<file path="src/rtl/asmd_updown_counter_p_pkg.sv">
// Shared state encodings and command codes for the ASMD up/down counter.
package asmd_cnt_defs;

    localparam int unsigned DIR_W = 2;

    typedef enum logic [DIR_W-1:0] {
        S_IDLE = 2'b00,
        S_UP   = 2'b01,
        S_DOWN = 2'b10
    } state_e;

    localparam logic [DIR_W-1:0] CMD_HOLD = 2'b00;
    localparam logic [DIR_W-1:0] CMD_UP   = 2'b01;
    localparam logic [DIR_W-1:0] CMD_DOWN = 2'b10;

endpackage

</file>
<file path="src/rtl/asmd_updown_counter_p_ctrl.sv">
// Control FSM of the ASMD counter: latches the direction command and
// exposes incr/decr qualifiers plus the raw state encoding as dir.
module asmd_cnt_ctrl
    import asmd_cnt_defs::*;
(
    input  logic             clk,
    input  logic             reset,
    input  logic             en,
    input  logic [DIR_W-1:0] up_down,
    output logic             incr,
    output logic             decr,
    output logic [DIR_W-1:0] dir
);

    state_e state_q;
    state_e state_d;

    always_ff @(posedge clk or posedge reset) begin
        if (reset) begin
            state_q <= S_IDLE;
        end else begin
            state_q <= state_d;
        end
    end

    // Command is only sampled while enabled; hold/illegal codes park in idle.
    always_comb begin
        state_d = state_q;
        incr    = 1'b0;
        decr    = 1'b0;
        dir     = DIR_W'(state_q);
        if (en) begin
            case (up_down)
                CMD_UP:   state_d = S_UP;
                CMD_DOWN: state_d = S_DOWN;
                default:  state_d = S_IDLE;
            endcase
        end
        incr = (state_q == S_UP);
        decr = (state_q == S_DOWN);
    end

endmodule

</file>
<file path="src/rtl/asmd_updown_counter_p.sv">
// Parametrised ASMD up/down counter with wrap/saturate, load and boundary flags.
// Optional compare output enabled by defining ASMD_CNT_COMPARE_EN.
module asmd_updown_counter_p
    import asmd_cnt_defs::*;
#(
    parameter int unsigned WIDTH    = 4,
    parameter int unsigned MAX_VAL  = 32'((64'd1 << WIDTH) - 64'd1),
    parameter int unsigned STEP     = 1,
    parameter bit          SATURATE = 1'b0
) (
    input  logic             clk,
    input  logic             reset,
    input  logic             en,
    input  logic [DIR_W-1:0] up_down,
    input  logic             load,
    input  logic [WIDTH-1:0] load_val,
    output logic [WIDTH-1:0] count,
    output logic             at_max,
    output logic             at_min,
    output logic             wrap,
    output logic [DIR_W-1:0] dir
`ifdef ASMD_CNT_COMPARE_EN
    ,
    input  logic [WIDTH-1:0] cmp_val,
    output logic             match
`endif
);

    localparam int unsigned XW = WIDTH + 1;
    localparam logic [XW-1:0] MAX_X  = XW'(MAX_VAL);
    localparam logic [XW-1:0] STEP_X = XW'(STEP);
    localparam logic [XW-1:0] MOD_X  = MAX_X + XW'(1);

    logic             incr;
    logic             decr;
    logic [WIDTH-1:0] count_q;
    logic [WIDTH-1:0] count_d;
    logic             wrap_q;
    logic             wrap_d;
    logic             clamp_q;
    logic             clamp_d;
    logic [XW-1:0]    cnt_x;
    logic [XW-1:0]    sum_x;
    logic [XW-1:0]    ld_x;

    asmd_cnt_ctrl u_ctrl (
        .clk     (clk),
        .reset   (reset),
        .en      (en),
        .up_down (up_down),
        .incr    (incr),
        .decr    (decr),
        .dir     (dir)
    );

    assign cnt_x = {1'b0, count_q};
    assign sum_x = cnt_x + STEP_X;
    assign ld_x  = {1'b0, load_val};

    // Next count; clamp_q remembers a clamp last cycle so only the first hit pulses wrap.
    always_comb begin
        count_d = count_q;
        wrap_d  = 1'b0;
        clamp_d = 1'b0;
        if (load) begin
            count_d = (ld_x > MAX_X) ? WIDTH'(MAX_X) : load_val;
        end else if (incr) begin
            if (sum_x <= MAX_X) begin
                count_d = WIDTH'(sum_x);
            end else if (!SATURATE) begin
                count_d = WIDTH'(sum_x - MOD_X);
                wrap_d  = 1'b1;
            end else begin
                count_d = WIDTH'(MAX_X);
                clamp_d = 1'b1;
                wrap_d  = !clamp_q;
            end
        end else if (decr) begin
            if (cnt_x >= STEP_X) begin
                count_d = WIDTH'(cnt_x - STEP_X);
            end else if (!SATURATE) begin
                count_d = WIDTH'(cnt_x + MOD_X - STEP_X);
                wrap_d  = 1'b1;
            end else begin
                count_d = '0;
                clamp_d = 1'b1;
                wrap_d  = !clamp_q;
            end
        end
    end

    always_ff @(posedge clk or posedge reset) begin
        if (reset) begin
            count_q <= '0;
            wrap_q  <= 1'b0;
            clamp_q <= 1'b0;
        end else begin
            count_q <= count_d;
            wrap_q  <= wrap_d;
            clamp_q <= clamp_d;
        end
    end

`ifdef ASMD_CNT_COMPARE_EN
    logic match_q;

    always_ff @(posedge clk or posedge reset) begin
        if (reset) begin
            match_q <= 1'b0;
        end else begin
            match_q <= (count_q == cmp_val);
        end
    end

    assign match = match_q;
`endif

    assign count  = count_q;
    assign wrap   = wrap_q;
    assign at_max = (cnt_x == MAX_X);
    assign at_min = (count_q == '0);

endmodule

</file>
<file path="config.mk">
export PLATFORM = sky130hd
export DESIGN_NAME = asmd_updown_counter_p
export DESIGN_NICKNAME = d
export VERILOG_FILES = /design/src/rtl/asmd_updown_counter_p_pkg.sv /design/src/rtl/asmd_updown_counter_p_ctrl.sv /design/src/rtl/asmd_updown_counter_p.sv
export SDC_FILE = /design/constraint.sdc
export NUM_CORES = 1
export LEC_CHECK = 0
export CAP_MARGIN = 15
export CORE_AREA = 8 8 45 47
export DETAILED_ROUTE_END_ITERATION = 8
export DIE_AREA = 0 0 53 55
export PLACE_DENSITY = 0.76
export RECOVER_POWER = 50
export SYNTH_ARGS = -nofsm -noshare
export SYNTH_HDL_FRONTEND = slang
export SYNTH_SLANG_ARGS = --single-unit
</file>
<file path="constraint.sdc">
create_clock -name clk -period 2.43 [get_ports clk]
set_input_delay 0.3645 -clock clk [delete_from_list [all_inputs] [get_ports clk]]
set_output_delay 0.3645 -clock clk [all_outputs]
set_load 0.1 [all_outputs]
</file>
==> results of run 1 <==
-- cell families (layout without fill, tap and decap cells) --
logic type / Yosys count / in the layout
compound gates: 9 / 9
xor+xnor: 2 / 2
fa+ha+maj: 6 / 6
buf+inv: 7 / 27
flops: 7 / 7
simple gates: 24 / 24
-- layer usage --
layer  wire length, µm  share of wire  global-route usage  vias to the layer above
li1                  -              -                   -                      238
met3               122          0.098              0.0615                        0
met5                 0              0                   0                        -
met2               553           0.45               0.166                       16
met1               565           0.46               0.119                      203
met4                 0              0              0.0129                        0
-- through the flow --
stage,instance area (µm²),cells,setup slack (ns),hold WS (ns),total power [mW]
2_1_floorplan,518,55,0.0701,0.168,0.340
3_3_place_gp,684,87,0.675,0.614,0.399
3_5_place_dp,684,87,0.657,0.630,0.402
4_1_cts,711,91,0.579,0.366,0.511
5_1_grt,707,91,0.527,0.526,0.535
6_report,707,91,0.598,0.491,0.503
-- flip-flops by register name, indices dropped and copies added (netlist names) --
| register | cells |
|---|---|
| count | 4 |
| u_ctrl.dir | 2 |
| wrap | 1 |
-- cells in the mapped netlist --
cell      instances
and3_1            1
inv_1             5
nor2b_1           2
a31o_2            1
o21ai_0           3
clkbuf_1          1
a21oi_1           1
nor2_1            3
nand2b_1          1
dfrtp_1           7
or2b_1            1
nor3b_1           2
xor2_1            1
nand3_1           1
or4_1             3
maj3_1            1
or4b_1            1
nand4_1           1
nand2_1           4
a311oi_1          1
xnor2_1           1
nand3b_1          4
buf_4             1
ha_1              5
o22ai_1           1
o221ai_1          2
-- where the power goes --
part / switching, mW / internal, mW / total, mW
Sequential: 0.0305 / 0.130 / 0.161
Combinational: 0.166 / 0.0705 / 0.237
Clock: 0.0425 / 0.0626 / 0.105
Total: 0.239 / 0.264 / 0.503
-- path summary, 6_finish.rpt --
kind,start,end,slack [ns],depth (start not counted)
worst max-delay path,count[0]$_DFFE_PP0P_,at_min,0.60,4
worst min-delay path,reset,u_ctrl.dir[1]$_DFFE_PP0P_,0.49,2
worst max register to register,count[0]$_DFFE_PP0P_,wrap$_DFF_PP0_,0.65,5
worst min register to register,u_ctrl.dir[1]$_DFFE_PP0P_,u_ctrl.dir[1]$_DFFE_PP0P_,0.67,2
max in group asynchronous,reset,count[0]$_DFFE_PP0P_,1.70,2
min in group clk,u_ctrl.dir[1]$_DFFE_PP0P_,u_ctrl.dir[1]$_DFFE_PP0P_,0.67,2
-- worst max-delay path: cells and delay by family, from the launching register on --
kind / cells / cell delay, ns
buffers and inverters: 2 / 0.44
adder cells (fa/ha/maj): 1 / 0.15
flip-flops: 1 / 0.47
AND/OR/NAND/NOR: 1 / 0.15
-- final cells by class --
cell class                 instances  area [µm²]
timing repair buffer              18         154
sequential                         7         176
multi-input combinational         41         312
clock buffer                       4        26.3
tap                               16        20.0
inverter                           5        18.8
fill                             149         677
==> results.cfg, run 1 <==
[synth]
synth-simple-area-share = 0.293
synth_seq_area_share = 0.347
synth_fa_ha_area_frac = 0.144
ys_seq_elements = 7
synth_top_family_by_area = simple AND/OR/NAND/NOR gates
yosysWarnings = 0
synth_cell_types = 26
synth.largest_area_cell = dfrtp_1
synthCells = 55
synth_xor_area_frac = 0.0347
yosys-mux-area-fraction = 0
synth_area_per_cell_um2 = 9.17
synth_top_area_frac = 0.347
syn_area_um2 = 504
synth_compound_area_frac = 0.122
synth_area_leaders = dfrtp_1 35%, ha_1 12%, nand3b_1 6.0%
syn_nets = 70

[global_route]
grt_max_degree = 13
grt_pass1_wl_um = 2240
antenna_found_initial = 0
grt.overflow.total = 0
grt_usage = 0.103
grt_pass1_vias = 478

[clock_tree]
postCtsSetupRepairBufs = 0
numCtsBuffers = 3
clk_pin_slew_ns = 0.05
htree_levels = 1
ctsHoldBuffers = 0
cts.sinks = 7
cts_tree = yes
cts_resized = 0
clockBufferDepth = 2
clk_latency_ns = 0.25
cts-root-buf = clkbuf_4

[setup_path]
path_cells = inv_1 -> ha_1 -> nor3b_4 -> buf_4
required_ns = 2.07
slowest_stage = dfrtp_2
end_kind = output pin
cp_slowest_stage_delay_ns = 0.47
criticalPathCategory = reg -> out
critPathMaxFanout = 9
cp-start-kind = register
cp.arrival_ns = 1.47

[final_layout]
layout_commonest_cell = buf_4
fin_util = 0.511
final_cell_mix = 8 x buf_4, 7 x clkdlybuf4s50_1, 6 x dfrtp_1, 5 x inv_1, 5 x ha_1
drive_above_1_share = 0.200
syn2layout_area_growth_pct = 40.2
num_antenna_cells = 0
layout.nets = 91

[floorplanning]
num_rows = 14
die_h_um = 55
ios = 19
die_area_um2 = 2920
fp.dieW_um = 53
start_util = 0.364
coreArea_um2 = 1380

[placed_design]
dp_hpwl_um = 954
place.gp.congestion = 0.773
port_buffers = 18

[drt]
ant_nets = 0
vias_per_cell = 5.02
vias = 457
drt_iter0_drc = 6
wirelength_um = 1240
wl_per_cell_um = 13.6
drtPass1Iterations = 2
drc = 0

[power_and_ir_drop]
leakage_nw = 0.311
p_per_area_nw_per_um2 = 711
vdd_drop_max_uv = 344

[sta]
period_share = 0.754
period_minus_slack_ns = 1.83
final-setup-viol-count = 0
tightest_slew_ns = 1.18
finalSetupTns_ns = 0
finalMaxSlewViolations = 0
fmax_mhz = 546
finalHoldViolCount = 0
skew_ns = 0.00128
slew_headroom = 0.219
rsz0062_at_grt = no

[min_path]
min_path_type = in -> async

[flow_run]
maxCapViolations = 0

[outcome]
status = complete, no violations
Power figures use the tool's default switching activity.
==> run 2, diff against run 1 <==
--- a/config.mk
+++ b/config.mk
@@ -6,10 +6,10 @@
 export NUM_CORES = 1
 export LEC_CHECK = 0
 export CAP_MARGIN = 15
-export CORE_AREA = 8 8 45 47
+export CORE_MARGIN = 8
+export CORE_UTILIZATION = 37
 export DETAILED_ROUTE_END_ITERATION = 8
-export DIE_AREA = 0 0 53 55
-export PLACE_DENSITY = 0.76
+export PLACE_DENSITY = 0.78
 export RECOVER_POWER = 50
 export SYNTH_ARGS = -nofsm -noshare
 export SYNTH_HDL_FRONTEND = slang
==> constraint.sdc (replaced) <==
create_clock -name clk -period 1.5 [get_ports clk]
set_input_delay 0.225 -clock clk [delete_from_list [all_inputs] [get_ports clk]]
set_output_delay 0.225 -clock clk [all_outputs]
set_load 0.1 [all_outputs]
==> results.cfg, run 2 (same netlist as run 1, synthesis figures left out) <==
[power_and_ir_drop]
vdd_drop_max_uv = 638
leakage_nw = 0.388
p_per_area_nw_per_um2 = 1070

[clock_tree]
clk_pin_slew_ns = 0.06
clk_latency_ns = 0.26
cts-root-buf = clkbuf_4
postCtsSetupRepairBufs = 0
cts_tree = yes
clockBufferDepth = 2
ctsHoldBuffers = 0
htree_levels = 1
numCtsBuffers = 3
cts.sinks = 7

[sta]
final-setup-viol-count = 4
tightest_slew_ns = 0.367
finalHoldViolCount = 0
period_minus_slack_ns = 1.67
slew_headroom = 0.756
skew_ns = 0.000696
postLayoutSetupSlackWorst_ns = -0.175
finalMaxSlewViolations = 0
rsz0062_at_grt = yes
period_share = 1.12
fmax_mhz = 597

[final_layout]
layout_commonest_cell = buf_12
final_cell_mix = 9 x buf_12, 8 x clkdlybuf4s50_1
fin_util = 0.744
layout.nets = 101
drive_above_1_share = 0.400
fill_cells = 98
stdcell_area_um2 = 956
syn2layout_area_growth_pct = 89.6
largest_reg_flops = 4
num_antenna_cells = 0

[drt]
vias_per_cell = 5.50
drtPass1Iterations = 4
drt_iter0_drc = 16
ant_nets = 0
drc = 0
wl_per_cell_um = 15.4
wirelength_um = 1540
vias = 550

[min_path]
min_path_type = in -> async

[flow_run]
maxCapViolations = 0

[global_route]
busiest_layer = met2
grt_max_degree = 10
antenna_found_initial = 0
grt_pass1_wl_um = 2570
grt_pass1_vias = 562
met3_usage = 0.0728
grt.overflow.total = 0
met1_usage = 0.121
grt_usage = 0.123
grtUsageMet2 = 0.207

[floorplanning]
start_util = 0.392
die_area_um2 = 2800
fp.dieW_um = 52.9
ios = 19
coreArea_um2 = 1280
num_rows = 13
die_h_um = 52.9

[setup_path]
cp-start-kind = register
slowest_stage = or4b_4
critPathMaxFanout = 4
cp_slowest_stage_delay_ns = 0.57
end_kind = register
path_cells = or4b_4 -> or4_1 -> nand4_1
r2r_cells = 3
cp_num_cells = 3
cp.arrival_ns = 1.87
criticalPathCategory = reg -> reg
required_ns = 1.69
path_buf_inv = 0
cp_top_family = simple AND/OR/NAND/NOR gates

[placed_design]
place.gp.congestion = 0.877
place_area_um2 = 906
pre_cts_ws_ns = -0.116
port_buffers = 18
dp_hpwl_um = 1110

[outcome]
status = finished, violations left
violations = negative setup slack
-- run 2: layout make-up --
cell class	count	area, µm²	share of cell area
flip-flops and latches	7	190	0.199
multi-input cells	41	344	0.360
clock buffers	4	26.3	0.0275
repair buffers	28	353	0.369
inverters	5	23.8	0.0249
well taps	15	18.8	0.0196
-- run 2: final timing paths --
kind	to	from	slack (ns)
max	count[3]$_DFFE_PP0P_	count[1]$_DFFE_PP0P_	-0.17
min	wrap$_DFF_PP0_	reset	0.33
max reg2reg	count[3]$_DFFE_PP0P_	count[1]$_DFFE_PP0P_	-0.17
min reg2reg	count[1]$_DFFE_PP0P_	u_ctrl.dir[1]$_DFFE_PP0P_	0.67
max in group asynchronous	count[0]$_DFFE_PP0P_	reset	0.92
min in group clk	count[1]$_DFFE_PP0P_	load_val[1]	0.52
-- run 2: timing repair --
item / 4_1_cts / 5_1_grt
pin swaps: 1 / 0
gates resized for setup: 6 / 1
endpoints found under the setup margin: 5 / 5
-- run 2: report_power, final --
part	internal (mW)	total (mW)	leakage [nW]	switching [mW]
combinational	0.250	0.591	0.293	0.340
sequential	0.220	0.252	0.0802	0.0317
clock	0.102	0.181	0.0150	0.0790
total	0.572	1.02	0.388	0.451
-- run 2: metal layers --
| layer | wire length (µm) | up-vias |
|---|---|---|
| met4 | 57 | 0 |
| li1 | - | 259 |
| met1 | 615 | 253 |
| met3 | 147 | 10 |
| met2 | 719 | 28 |
| met5 | 0 | - |
-- run 2: metrics by stage --
step	power (mW)	setup TNS, ns	std cells	hold WS (ns)
3_5_place_dp	0.820	-0.234	96	0.482
2_1_floorplan	0.578	-1.06	55	0.0283
4_1_cts	1.03	-0.571	100	0.206
5_1_grt	1.08	-0.813	100	0.360
3_3_place_gp	0.810	-0.178	96	0.479
6_report	1.02	-0.633	100	0.334
==> run 3, diff against run 2 <==
--- a/config.mk
+++ b/config.mk
@@ -8,9 +8,10 @@
 export CAP_MARGIN = 15
 export CORE_MARGIN = 8
 export CORE_UTILIZATION = 37
+export CTS_CLUSTER_DIAMETER = 120
 export DETAILED_ROUTE_END_ITERATION = 8
 export PLACE_DENSITY = 0.78
-export RECOVER_POWER = 50
+export RECOVER_POWER = 100
 export SYNTH_ARGS = -nofsm -noshare
 export SYNTH_HDL_FRONTEND = slang
 export SYNTH_SLANG_ARGS = --single-unit
==> results.cfg, run 3 (same netlist as run 1, synthesis figures left out) <==
[sta]
skew_ns = 0.000696
whs_ns = 0.334
period_share = 1.12
finalMaxSlewViolations = 0
slew_headroom = 0.642
finalHoldViolCount = 0
finalSetupTns_ns = -0.633
rsz0062_at_grt = yes
postLayoutSetupSlackWorst_ns = -0.175
fmax_mhz = 597
final-setup-viol-count = 4
tightest_slew_ns = 0.539
period_minus_slack_ns = 1.67

[drt]
ant_nets = 0
drc = 0
wirelength_um = 1540
vias_per_cell = 5.50
drt_iter0_drc = 19
vias = 550
wl_per_cell_um = 15.4
drtPass1Iterations = 4

[clock_tree]
cts-root-buf = clkbuf_4
numCtsBuffers = 3
htree_levels = 1
postCtsSetupRepairBufs = 0
cts.sinks = 7
clk_pin_slew_ns = 0.06
cts_tree = yes
clk_latency_ns = 0.26
clockBufferDepth = 2

[floorplanning]
start_util = 0.392
fp.dieW_um = 52.9
ios = 19
num_rows = 13
die_h_um = 52.9
coreArea_um2 = 1280
die_area_um2 = 2800

[setup_path]
cp.arrival_ns = 1.87
critPathMaxFanout = 4
r2r_cells = 3
end_kind = register
cp-start-kind = register
criticalPathCategory = reg -> reg
path_cells = or4b_4 -> or4_1 -> nand4_1
slowest_stage = or4b_4
required_ns = 1.69
cp_slowest_stage_delay_ns = 0.57

[outcome]
violations = negative setup slack
status = finished, violations left

[global_route]
grt_max_degree = 10
busiest_layer = met2
antenna_found_initial = 0
met1_usage = 0.121
grt_pass1_wl_um = 2570
grt_pass1_vias = 562
grt.overflow.total = 0
met3_usage = 0.0728
grt_usage = 0.123
grtUsageMet2 = 0.207

[final_layout]
layout.nets = 101
final_cell_mix = 8 x clkdlybuf4s50_1, 7 x buf_12, 5 x buf_6
largest_reg_flops = 4
num_antenna_cells = 0
fin_util = 0.725
layout_commonest_cell = clkdlybuf4s50_1
stdcell_area_um2 = 932
syn2layout_area_growth_pct = 84.9
drive_above_1_share = 0.400

[power_and_ir_drop]
p_per_area_nw_per_um2 = 1090
leakage_nw = 0.382
vdd_drop_max_uv = 638

[flow_run]
maxCapViolations = 0

[placed_design]
dp_hpwl_um = 1110
place.gp.congestion = 0.877
pre_cts_ws_ns = -0.116
port_buffers = 18
place_area_um2 = 906

[min_path]
min_path_type = in -> async
==> run 3: per-stage QoR <==
step | total power [mW] | cells
floorplan | 0.578 | 55
global placement | 0.810 | 96
detailed placement | 0.820 | 96
CTS | 1.03 | 100
global route | 1.07 | 100
finish | 1.02 | 100
==> run 3: power breakdown <==
group | internal (mW) | switching [mW]
clock | 0.102 | 0.0790
combinational | 0.244 | 0.339
sequential | 0.220 | 0.0313
==> run 3: layer usage <==
metal  up-vias  share of wire
li1        259              -
met1       253           0.40
met2        28           0.47
met3        10          0.096
met4         0          0.037
met5         -              0
==> run 3: layout make-up <==
type | count | area (µm²)
Inverter | 5 | 23.8
Timing Repair Buffer | 28 | 329
Sequential cell | 7 | 190
Fill cell | 101 | 353
Tap cell | 15 | 18.8
Clock buffer | 4 | 26.3
Multi-Input combinational cell | 41 | 344
==> run 3: path summary, 6_finish.rpt <==
kind / end / slack, ns / from
setup / recovery: count[3]$_DFFE_PP0P_ / -0.17 / count[1]$_DFFE_PP0P_
hold / removal: wrap$_DFF_PP0_ / 0.33 / reset
setup reg to reg: count[3]$_DFFE_PP0P_ / -0.17 / count[1]$_DFFE_PP0P_
hold reg to reg: count[1]$_DFFE_PP0P_ / 0.67 / u_ctrl.dir[1]$_DFFE_PP0P_
max in group asynchronous: count[0]$_DFFE_PP0P_ / 0.92 / reset
min in group clk: count[1]$_DFFE_PP0P_ / 0.52 / load_val[1]
==> run 3: what timing repair did <==
action / CTS / global route
gates cloned: 0 / 0
pin swaps: 1 / 0
setup endpoints to repair: 5 / 5
resized for setup: 6 / 1
hold buffers: 0 / 0
==> run 3: worst max-delay path, delay by kind of cell, from the launching register on <==
kind          cells  cell delay, ns
simple gates      3            1.10
flops             1            0.51
